**src/rtl/popcount_arbiter.sv**
```systemverilog
// Round-robin shared serial popcount engine: one bit per clock, NREQ requesters.
// Optional macro POPCOUNT_EARLY_TERM_EN ends counting once the remaining shift bits are zero.
module popcount_arbiter #(
  parameter int unsigned NREQ  = 4,
  parameter int unsigned WIDTH = 16,
  parameter int unsigned CW    = $clog2(WIDTH + 1),
  parameter int unsigned IDW   = $clog2(NREQ)
) (
  input  logic                   clk,
  input  logic                   reset,
  input  logic [NREQ-1:0]        req,
  input  logic [NREQ*WIDTH-1:0]  i_data,
  output logic [NREQ-1:0]        gnt,
  output logic                   busy,
  output logic [CW-1:0]          no_ones,
  output logic                   done,
  output logic [IDW-1:0]         done_id
);

  typedef enum logic [1:0] {
    S_IDLE  = 2'd0,
    S_COUNT = 2'd1,
    S_DONE  = 2'd2
  } state_t;

  state_t           state;
  logic [WIDTH-1:0] shift_q;
  logic [CW-1:0]    acc_q;
  logic [CW-1:0]    bitcnt_q;
  logic [IDW-1:0]   ptr_q;
  logic [IDW-1:0]   win_q;

  logic             pick_valid_c;
  logic [IDW-1:0]   pick_id_c;
  logic [WIDTH-1:0] pick_word_c;
  logic [IDW-1:0]   next_ptr_c;
  logic             last_bit_c;

  // Round-robin search: first pass from ptr upward, second pass wraps to the bottom.
  always_comb begin
    pick_valid_c = 1'b0;
    pick_id_c    = '0;
    pick_word_c  = '0;
    for (int unsigned k = 0; k < NREQ; k++) begin
      if (!pick_valid_c && req[k] && (IDW'(k) >= ptr_q)) begin
        pick_valid_c = 1'b1;
        pick_id_c    = IDW'(k);
        pick_word_c  = i_data[k*WIDTH +: WIDTH];
      end
    end
    for (int unsigned k = 0; k < NREQ; k++) begin
      if (!pick_valid_c && req[k]) begin
        pick_valid_c = 1'b1;
        pick_id_c    = IDW'(k);
        pick_word_c  = i_data[k*WIDTH +: WIDTH];
      end
    end
    next_ptr_c = (pick_id_c == IDW'(NREQ - 1)) ? '0 : pick_id_c + IDW'(1);
  end

`ifdef POPCOUNT_EARLY_TERM_EN
  assign last_bit_c = (bitcnt_q == CW'(WIDTH - 1)) || ((shift_q >> 1) == '0);
`else
  assign last_bit_c = (bitcnt_q == CW'(WIDTH - 1));
`endif

  // Control FSM with registered outputs.
  always_ff @(posedge clk or negedge reset) begin
    if (!reset) begin
      state    <= S_IDLE;
      gnt      <= '0;
      busy     <= 1'b0;
      done     <= 1'b0;
      no_ones  <= '0;
      done_id  <= '0;
      shift_q  <= '0;
      acc_q    <= '0;
      bitcnt_q <= '0;
      ptr_q    <= '0;
      win_q    <= '0;
    end else begin
      case (state)
        S_IDLE: begin
          done <= 1'b0;
          if (pick_valid_c) begin
            gnt      <= NREQ'(1) << pick_id_c;
            busy     <= 1'b1;
            shift_q  <= pick_word_c;
            acc_q    <= '0;
            bitcnt_q <= '0;
            win_q    <= pick_id_c;
            ptr_q    <= next_ptr_c;
            state    <= S_COUNT;
          end
        end
        S_COUNT: begin
          acc_q    <= acc_q + CW'(shift_q[0]);
          shift_q  <= shift_q >> 1;
          bitcnt_q <= bitcnt_q + CW'(1);
          if (last_bit_c) begin
            state <= S_DONE;
          end
        end
        S_DONE: begin
          done    <= 1'b1;
          no_ones <= acc_q;
          done_id <= win_q;
          gnt     <= '0;
          busy    <= 1'b0;
          state   <= S_IDLE;
        end
        default: state <= S_IDLE;
      endcase
    end
  end

endmodule

```
**config.mk**
```make
export PLATFORM = sky130hd
export DESIGN_NAME = popcount_arbiter
export DESIGN_NICKNAME = d
export VERILOG_FILES = /design/src/rtl/popcount_arbiter.sv
export SDC_FILE = /design/constraint.sdc
export NUM_CORES = 1
export LEC_CHECK = 0
export BUFFER_PORTS_ARGS = -buffer_cell sky130_fd_sc_hd__buf_2
export CAP_MARGIN = 20
export CORE_ASPECT_RATIO = 0.6
export CORE_MARGIN = 2
export CORE_UTILIZATION = 34
export DETAILED_ROUTE_END_ITERATION = 8
export PLACE_DENSITY = 0.64
export SETUP_SLACK_MARGIN = 0.4
export SYNTH_ARGS = -nofsm -noshare
export SYNTH_HDL_FRONTEND = slang
export SYNTH_SLANG_ARGS = --single-unit
```
**constraint.sdc**
```tcl
create_clock -name clk -period 2.05 [get_ports clk]
set_input_delay 0.41 -clock clk [delete_from_list [all_inputs] [get_ports clk]]
set_output_delay 0.41 -clock clk [all_outputs]
set_load 0.01 [all_outputs]
```
# After elaboration in Yosys (flattened, before gate mapping)
# Index checks and enable logic that the tools add are counted.
# word_totals
in_bits	70
register_bits	45
output_inout_bits	13
word_cells	87
# classes
order_cmp	4
reduce_logical	25
shift	1
eq_ne	6
mux	37
addsub	3
# ops
cell	count
$mux W16	9
$pmux W16 S2	1
$pmux W5 S2	2
$mux W2	9
$logic_and A1 B1 Y1	11
$mux W1	10
$pmux W4 S2	1
$reduce_and A2 Y1	4
$logic_not A1 Y1	7
$add A5 B1 Y5	1
$add A5 B1 Y5 const B	1
$eq A5 B4 Y1 const B	1
$mux W5	1
$eq A2 B2 Y1 const B	2
$ge A1 B2 Y1 const A	2
$ge A2 B2 Y1 const A	2
$mux W4	1
$ne A2 B2 Y1 const B	2
$pmux W1 S2	2
$pmux W2 S2	1
$reduce_bool A2 Y1	2
$shl A1 B2 Y4 const A	1
$add A2 B1 Y2 const B	1
$eq A2 B1 Y1 const B	1
$logic_not A2 Y1	1

# Longest topological paths before layout
# Gate-level depths: netlist of the first run.
# depth
word_depth	30
mapped_depth	9
ltp_nobuf	8

# Worst setup path after synthesis of the first run
# Ideal clock, no wire load.
# synth_path
path_kind	flip-flop to flip-flop
startpoint	register ptr_q[1]
endpoint	register ptr_q[1]
period_less_slack_ps	1818
required_time_ps	1925
path_buffers	2
path_stages_with_launch	9
setup_time_ps	125
t_arrival_ps	1693
slack_ps	232
cell_sequence	dfrtp_1 buf_2 nand2_1 a21oi_1 or3_1 clkbuf_1 inv_1 ha_1 mux2_2
# synth_between
elab_chain_cells	29
word_cells_on_any_way	41
classes_between	add/sub (1); order compare (4); eq/ne (1); mux (16); reduce/logical (19)
# synth_lines
item	line_no	rtl
from (decl)	30	logic [IDW-1:0] ptr_q;
from (signal assigned)	92	ptr_q <= next_ptr_c;
$ge A1 B2 Y1	45	if (!pick_valid_c && req[k] && (IDW'(k) >= ptr_q)) begin
$logic_and A1 B1 Y1	45	
$mux W1	45	
$logic_not A1 Y1	45	
$logic_and A1 B1 Y1 (2 in series)	45	
$mux W1	45	
$logic_not A1 Y1	45	
$logic_and A1 B1 Y1 (2 in series)	45	
(+12 left out)	n/a	
$logic_and A1 B1 Y1	52	if (!pick_valid_c && req[k]) begin
$mux W1	52	
$logic_not A1 Y1	52	
$logic_and A1 B1 Y1	52	
$mux W2 *	52	
$add A2 B1 Y2 / $eq A2 B2 Y1 (equally long branches)	58	next_ptr_c = (pick_id_c == IDW'(NREQ - 1)) ? '0 : pick_id_c + IDW'(1);
$mux W2 *	58	
named net next_ptr_c[1]	36	logic [IDW-1:0] next_ptr_c;
# The timed path passes the listed nets; every way through them passes the cells marked *.
# A chain may end at the register's enable or synchronous reset.

# Worst setup path after layout of the first run
# layout_path
startpoint	register ptr_q[1]
endpoint	register shift_q[15]
# layout_between
elab_chain_cells	29
word_cells_on_any_way	42
classes_between	order compare (4); eq/ne (1); mux (18); reduce/logical (19)
# layout_lines
item	line_no	rtl
$ge A1 B2 Y1	45	
$logic_and A1 B1 Y1	45	
$mux W1	45	
$logic_not A1 Y1	45	
$logic_and A1 B1 Y1 (2 in series)	45	
$mux W1	45	
$logic_not A1 Y1	45	
$logic_and A1 B1 Y1 (2 in series)	45	
(+11 left out)	n/a	
$logic_not A1 Y1	52	
$logic_and A1 B1 Y1	52	
$mux W1	52	
$logic_not A1 Y1	52	
$logic_and A1 B1 Y1	52	
$mux W16 / $mux W1 (equally long branches)	52	
$mux W16 / $ne A2 B2 Y1 (equally long branches)	n/a	
$pmux W16 S2 / $reduce_and A2 Y1 (equally long branches)	n/a	
to (signal assigned)	88	shift_q <= pick_word_c;
to (signal assigned)	98	shift_q <= shift_q >> 1;
to (decl)	27	logic [WIDTH-1:0] shift_q;
# Several ways; a longest one is shown, not always the timed one. The select of a mux whose other input is x is not followed.

==> impl_metrics.tcl, run 1 <==
set metrics [dict create \
    n_fill_cell 980 \
    clk_pin_slew_worst_paths_ps 70 \
    first_global_vias 3562 \
    synthArstFlopShare_pct 100.0 \
    via_per_inst 5.907 \
    dpl.cell_count 610 \
    antenna_found_initial 0 \
    p_leak_nw 2.018 \
    cp.arrival_ps 1930 \
    portBuffers 82 \
    cp.required_ps 2210 \
    finalClockSkew_ps 11.50 \
    drive_gt1_share_pct 41.77 \
    crit_fanout 17 \
    regArea_um2 1129 \
    core.rowCount 28 \
    crit_chain "buf_12, o21bai_4, a31o_2, a221oi_1, nand2b_1, o211ai_1" \
    intPower_mw 3.627 \
    ioPinCount 83 \
    dr.first_iter.drc_count 327 \
    cts.sinks 45 \
    numCtsBuffers 5 \
    start_util_pct 34.92 \
    via_count 3739 \
    cp-start-kind "flop" \
    wl_um 12430 \
    yosysSeqAreaShare_pct 32.64 \
    maxCapViolCount 0 \
    crit_slowest_cell "dfrtp_2" \
    fin_crit_ps 1776 \
    finalWeightedCongestion 0.8856 \
    synthCells 399 \
    ys_top_cells_by_area "dfrtp_1, nor4_4, nor2_1" \
    ir_drop_mv 0.4644 \
    p_comb_share_pct 61.0 \
    pwr-share-seq_pct 25.2 \
    grt_setup_unrepaired "true" \
    ys_ff_latch 45 \
    fp.dieH_um 82.02 \
    syn_area_um2 3450 \
    r2r_setup_slack_ps 270 \
    path_class "flop to flop" \
    overflow 0 \
    cp.depth 6 \
    fin_crit_sh_pct 86.63 \
    fin_cells 633 \
    synth_top_area_share_pct 32.64 \
    clk_latency_ps 300 \
    clkPwrFrac_pct 13.8 \
    status "complete, no violations" \
    syn_nets 475 \
    avgSynthCellArea_um2 8.646 \
    cp-startpoint "ptr_q[1]$_DFFE_PN0P_" \
    path_buf_inv 1 \
    multiInputGateArea_um2 2349 \
    r2r-end "shift_q[15]$_DFFE_PN0P_" \
    max_stage_delay_ps 460 \
    drv_slew 0 \
    avgRoutedWirePerCell_um 19.64 \
    power_mw 6.249 \
    first_pass_iters 5 \
    clock_path_buffers 2 \
    max_freq_ghz 0.5631 \
    core_area_um2 9879 \
    reg2reg_depth 6 \
    final_nets 573 \
    relSlewSlack_pct 64.03 \
    synth_top_flop_cell "dfrtp_1" \
    cts_hold_buf 0 \
    ys_warn_count 0 \
    cts_tree "built" \
    die_w_um 134.0 \
    holdCritPathClass "primary input to asynchronous set/reset pin" \
    dp_hpwl_um 8360 \
    diodes 0 \
    fin_tns_setup_ps 0 \
    switching_share_pct 41.96 \
    synthDistinctLibCells 44 \
    ant_nets 0 \
    h-tree-depth 2 \
    final_util_pct 48.56 \
    grt_pass1_wl_um 18980 \
    grt_max_degree 38 \
    grt_use_total_pct 22.24 \
    route.detailed.drc 0 \
    finalHoldViolations 0 \
    p_sw_mw 2.622 \
    crit_family "compound AO/OA/AOI/OAI gates" \
    synth_edf_count 0 \
    yosysTopAreaCell "dfrtp_1" \
    rr_startpoint "ptr_q[1]$_DFFE_PN0P_" \
    dieArea_um2 10990 \
    finalSetupViolations 0 \
    worst_pin_slew_ps 539.5 \
    timing.hold.ws_ps 83.51 \
    syn2layout_area_growth_pct 39.06 \
    powerDensity_nw_per_um2 1303 \
    root_buffer "clkbuf_16" \
    worstSetupEndpoint "shift_q[15]$_DFFE_PN0P_" \
    crit_path_end_kind "flop" \
]
[metal layers]
metal / vias to the layer above / wire length, um / track usage, %
met5: - / 0 / 0
met2: 208 / 5259 / 33.23
li1: 1694 / - / -
met1: 1803 / 5703 / 31.89
met4: 0 / 227 / 6.737
met3: 34 / 1241 / 5.185
[cell usage in the layout, fill, tap and decap left out, types with 16 or more instances in the layout]
| master | instances |
|---|---|
| buf_4 | 29 |
| a21oi_1 | 22 |
| o21ai_1 | 17 |
| nor2_1 | 37 |
| dfrtp_1 | 43 |
| buf_2 | 82 |
| and2_1 | 16 |
| nand2_1 | 31 |
| nand3_1 | 22 |
[sequential cells by signal, summed over array words and instances, names as in the netlist]
register	count
done_id	2
busy	1
acc_q	5
bitcnt_q	5
gnt	4
shift_q	16
ptr_q	2
done	1
state	2
no_ones	5
win_q	2
[synthesized netlist by cell type (all sizes together), types with 8 or more instances]
| library cell | number |
|---|---|
| nand2 | 32 |
| a21oi | 24 |
| clkbuf | 17 |
| o221ai | 14 |
| a211oi | 15 |
| mux2 | 8 |
| nand3 | 23 |
| a311oi | 15 |
| dfrtp | 45 |
| nor2 | 39 |
| a2bb2oi | 15 |
| inv | 9 |
| nor4 | 16 |
| o21ai | 27 |
| buf | 22 |
| and2 | 16 |
| nor3 | 16 |
[worst reg2reg max path: stages, from the launching register on]
cell and delay [ps]:
dfrtp_2 460, buf_12 180, o21bai_4 230, a31o_2 300, a221oi_1 220, nand2b_1 140
o211ai_1 110
[worst min-delay path by stage]
stage	startpoint	to	slack (ps)	cells after the start
6_report	reset	shift_q[11]$_DFFE_PN0P_	80	1
5_1_grt	reset	shift_q[11]$_DFFE_PN0P_	110	1
4_1_cts	reset	shift_q[11]$_DFFE_PN0P_	90	1
3_5_place_dp	reset	shift_q[11]$_DFFE_PN0P_	410	1
3_3_place_gp	reset	shift_q[11]$_DFFE_PN0P_	410	1
2_1_floorplan	reset	acc_q[0]$_DFFE_PN0P_	110	0
[power by group through the flow]
| stage | Clock (mW) | Sequential [mW] | Combinational, mW |
|---|---|---|---|
| after detailed placement | 0 | 1.59 | 3.18 |
| final | 0.863 | 1.57 | 3.81 |
| after CTS | 0.875 | 1.57 | 3.59 |
| after global routing | 0.913 | 1.63 | 4.13 |
| after global placement | 0 | 1.57 | 3.09 |
| after floorplan | 0 | 1.54 | 2.25 |
[stage by stage]
stage / worst slack (ps) / area, um^2
finish: 274.2 / 4797
global placement: 23.30 / 4203
detailed placement: 17.41 / 4203
floorplan: 324.8 / 3478
CTS: 293.3 / 4633
global route: 227.7 / 4797
[repair_timing]
action / in CTS / in global routing
gates resized for setup: 40 / 21
cloned: 0 / 2
pin swaps: 17 / 6
endpoints found under the setup margin: 23 / 22
buffers inserted: 11 / 2
[kinds of logic (layout without fill, tap and decap cells)]
logic type | count (synthesis) | in the layout | synth area share (%)
simple gates | 160 | 160 | 28.80
compound gates | 129 | 129 | 26.37
buf+inv | 48 | 147 | 6.638
flops | 45 | 45 | 32.64
mux | 8 | 8 | 2.612
fa+ha+maj | 6 | 6 | 2.176
xor+xnor | 3 | 3 | 0.7618
[layout make-up]
class,instances,area share (%)
clock buffers,6,2.895
multi-input cells,306,48.96
repair buffers,130,20.11
clock inverters,2,0.2869
flip-flops and latches,45,23.53
well taps,135,3.521
inverters,9,0.7042
No activity file was read; power rests on OpenSTA's default activity.
==> run 2, diff against run 1 <==
--- a/config.mk
+++ b/config.mk
@@ -11,6 +11,7 @@
 export CORE_MARGIN = 2
 export CORE_UTILIZATION = 34
 export DETAILED_ROUTE_END_ITERATION = 8
+export GPL_TIMING_DRIVEN = 0
 export PLACE_DENSITY = 0.64
 export SETUP_SLACK_MARGIN = 0.4
 export SYNTH_ARGS = -nofsm -noshare
==> run 2 against run 1 <==
Net effect: non-clock buffer count is 15 higher; power up 4.1%; largest cell class unchanged; flip-flop and latch count unchanged; routed wire length grew 1.6%; via count rose by 1.5%.
==> impl_metrics.tcl, run 2 (same netlist as run 1, synthesis figures left out) <==
set metrics [dict create \
    status "complete, no violations" \
    rr_startpoint "ptr_q[1]$_DFFE_PN0P_" \
    cts_tree "built" \
    core_area_um2 9879 \
    powerDensity_nw_per_um2 1303 \
    via_per_inst 5.858 \
    fin_crit_sh_pct 88.12 \
    avgRoutedWirePerCell_um 19.48 \
    dr.first_iter.drc_count 404 \
    place_ws_ps -219.9 \
    cp.required_ps 2230 \
    overflow 0 \
    first_global_vias 3432 \
    crit_path_end_kind "flop" \
    final_nets 588 \
    clk_latency_ps 290 \
    finalClockSkew_ps 3.602 \
    root_buffer "clkbuf_16" \
    dr.max_layer_used "met4" \
    path_class "flop to flop" \
    clock_path_buffers 2 \
    crit_fanout 10 \
    ir_drop_mv 0.4298 \
    cp-start-kind "flop" \
    multiInputGateArea_um2 2452 \
    antenna_found_initial 0 \
    wl_met1_um 5974 \
    dp_hpwl_um 8444 \
    fin_crit_ps 1806 \
    grt_setup_unrepaired "true" \
    maxCapViolCount 0 \
    cts.sinks 45 \
    finalHoldViolations 0 \
    reg2reg_depth 7 \
    grt_max_degree 46 \
    clk_pin_slew_worst_paths_ps 70 \
    via_count 3796 \
    ioPinCount 83 \
    max_freq_ghz 0.5536 \
    n_fill_cell 902 \
    whs_endpoint "shift_q[7]$_DFFE_PN0P_" \
    grt_use_total_pct 21.53 \
    wl_um 12630 \
    core.rowCount 28 \
    worst_slack_ps 243.6 \
    final_common_cell "buf_2" \
    min_from "i_data[39]" \
    regArea_um2 1129 \
    holdCritPathClass "primary input to flop" \
    p_leak_nw 2.112 \
    finalWeightedCongestion 0.8915 \
    diodes 0 \
    wl_met3_um 1240 \
    h-tree-depth 2 \
    first_pass_iters 4 \
    dieArea_um2 10990 \
    dr_wl_met2_um 5276 \
    die_w_um 134.0 \
    numCtsBuffers 5 \
    top_register "shift_q" \
    route.detailed.drc 0 \
    drive_gt1_share_pct 44.64 \
    fin_tns_setup_ps 0 \
    largest_register_ffs 16 \
    start_util_pct 34.92 \
    worst_pin_slew_ps 572.5 \
    syn2layout_area_growth_pct 44.69 \
    layout_common_cells "buf_2, dfrtp_1, nor2_1" \
    drv_slew 0 \
    r2r_setup_slack_ps 240 \
    relSlewSlack_pct 61.84 \
    fp.dieH_um 82.02 \
    r2r-end "ptr_q[1]$_DFFE_PN0P_" \
    ant_nets 0 \
    grt_pass1_wl_um 18290 \
    cp.arrival_ps 1980 \
    finalSetupViolations 0 \
    portBuffers 82 \
    whs_path_depth 3 \
]
run 2: changes by cell type in the layout (fill, tap and decap cells not counted), moves of 5 or more:
cell | before | now
buf_4 | 29 | 23
o221ai_1 | 14 | 9
a211oi_2 | 1 | 9
a211oi_1 | 14 | 6
o221ai_2 | 0 | 5
nor3_2 | 9 | 1
clkbuf_2 | 0 | 7
nor3_1 | 7 | 15
run 2: worst max-delay path by stage:
| stage | from | endpoint | cells past startpoint |
|---|---|---|---|
| floorplan | req[0] | ptr_q[1]$_DFFE_PN0P_ | 8 |
| global placement | req[1] | shift_q[13]$_DFFE_PN0P_ | 8 |
| detailed placement | req[0] | shift_q[9]$_DFFE_PN0P_ | 7 |
| CTS | ptr_q[1]$_DFFE_PN0P_ | ptr_q[1]$_DFFE_PN0P_ | 8 |
| global route | ptr_q[1]$_DFFE_PN0P_ | ptr_q[1]$_DFFE_PN0P_ | 8 |
| finish | ptr_q[1]$_DFFE_PN0P_ | ptr_q[1]$_DFFE_PN0P_ | 7 |
run 2: area by class of cell:
type                       count  area share, %
multi-input combinational    306          49.14
sequential                    45          22.61
timing repair buffer         106          13.04
buffer                        39          7.721
tap                          135          3.384
clock buffer                   5          2.507
clock inverter                 3         0.8774
inverter                       9         0.7270
run 2: power breakdown:
part           internal [mW]  switching [mW]  total [mW]
Sequential              1.28           0.273        1.55
Combinational           1.91            2.09        4.00
Clock                  0.578           0.371       0.949
run 2: per-layer routing:
| layer | vias to the layer above | track usage (%) |
|---|---|---|
| met3 | 21 | 5.185 |
| met4 | 0 | 4.421 |
| met1 | 1825 | 31.91 |
| li1 | 1723 | - |
| met2 | 227 | 31.64 |
| met5 | - | 0 |
run 2: what timing repair did:
| item | in CTS | in global routing |
|---|---|---|
| pin swaps | 7 | 23 |
| buffers inserted | 6 | 13 |
| cloned | 2 | 1 |
| gates resized for setup | 62 | 88 |
| hold endpoints to repair | 0 | 7 |
| endpoints found under the setup margin | 39 | 30 |
| hold buffers | 0 | 1 |
run 2: metrics by stage:
stage               power (mW)  instances  area, um^2  hold WS (ps)  util (%)
floorplan                3.787        399        3478         114.4         -
global placement         4.559        616        4058         458.3     41.07
detailed placement       4.619        616        4058         467.5     41.07
CTS                      5.890        632        4503         354.1     45.58
global route             6.918        648        4991         442.6     50.52
finish                   6.505        648        4991         424.0     50.52
run 2: worst max-delay path, stage by stage (launching register included):
cell      delay (ps)
dfrtp_1          430
buf_6            160
clkbuf_8         160
a21oi_2          120
nor3_1            70
nor2_2           250
ha_4             250
mux2_4           260
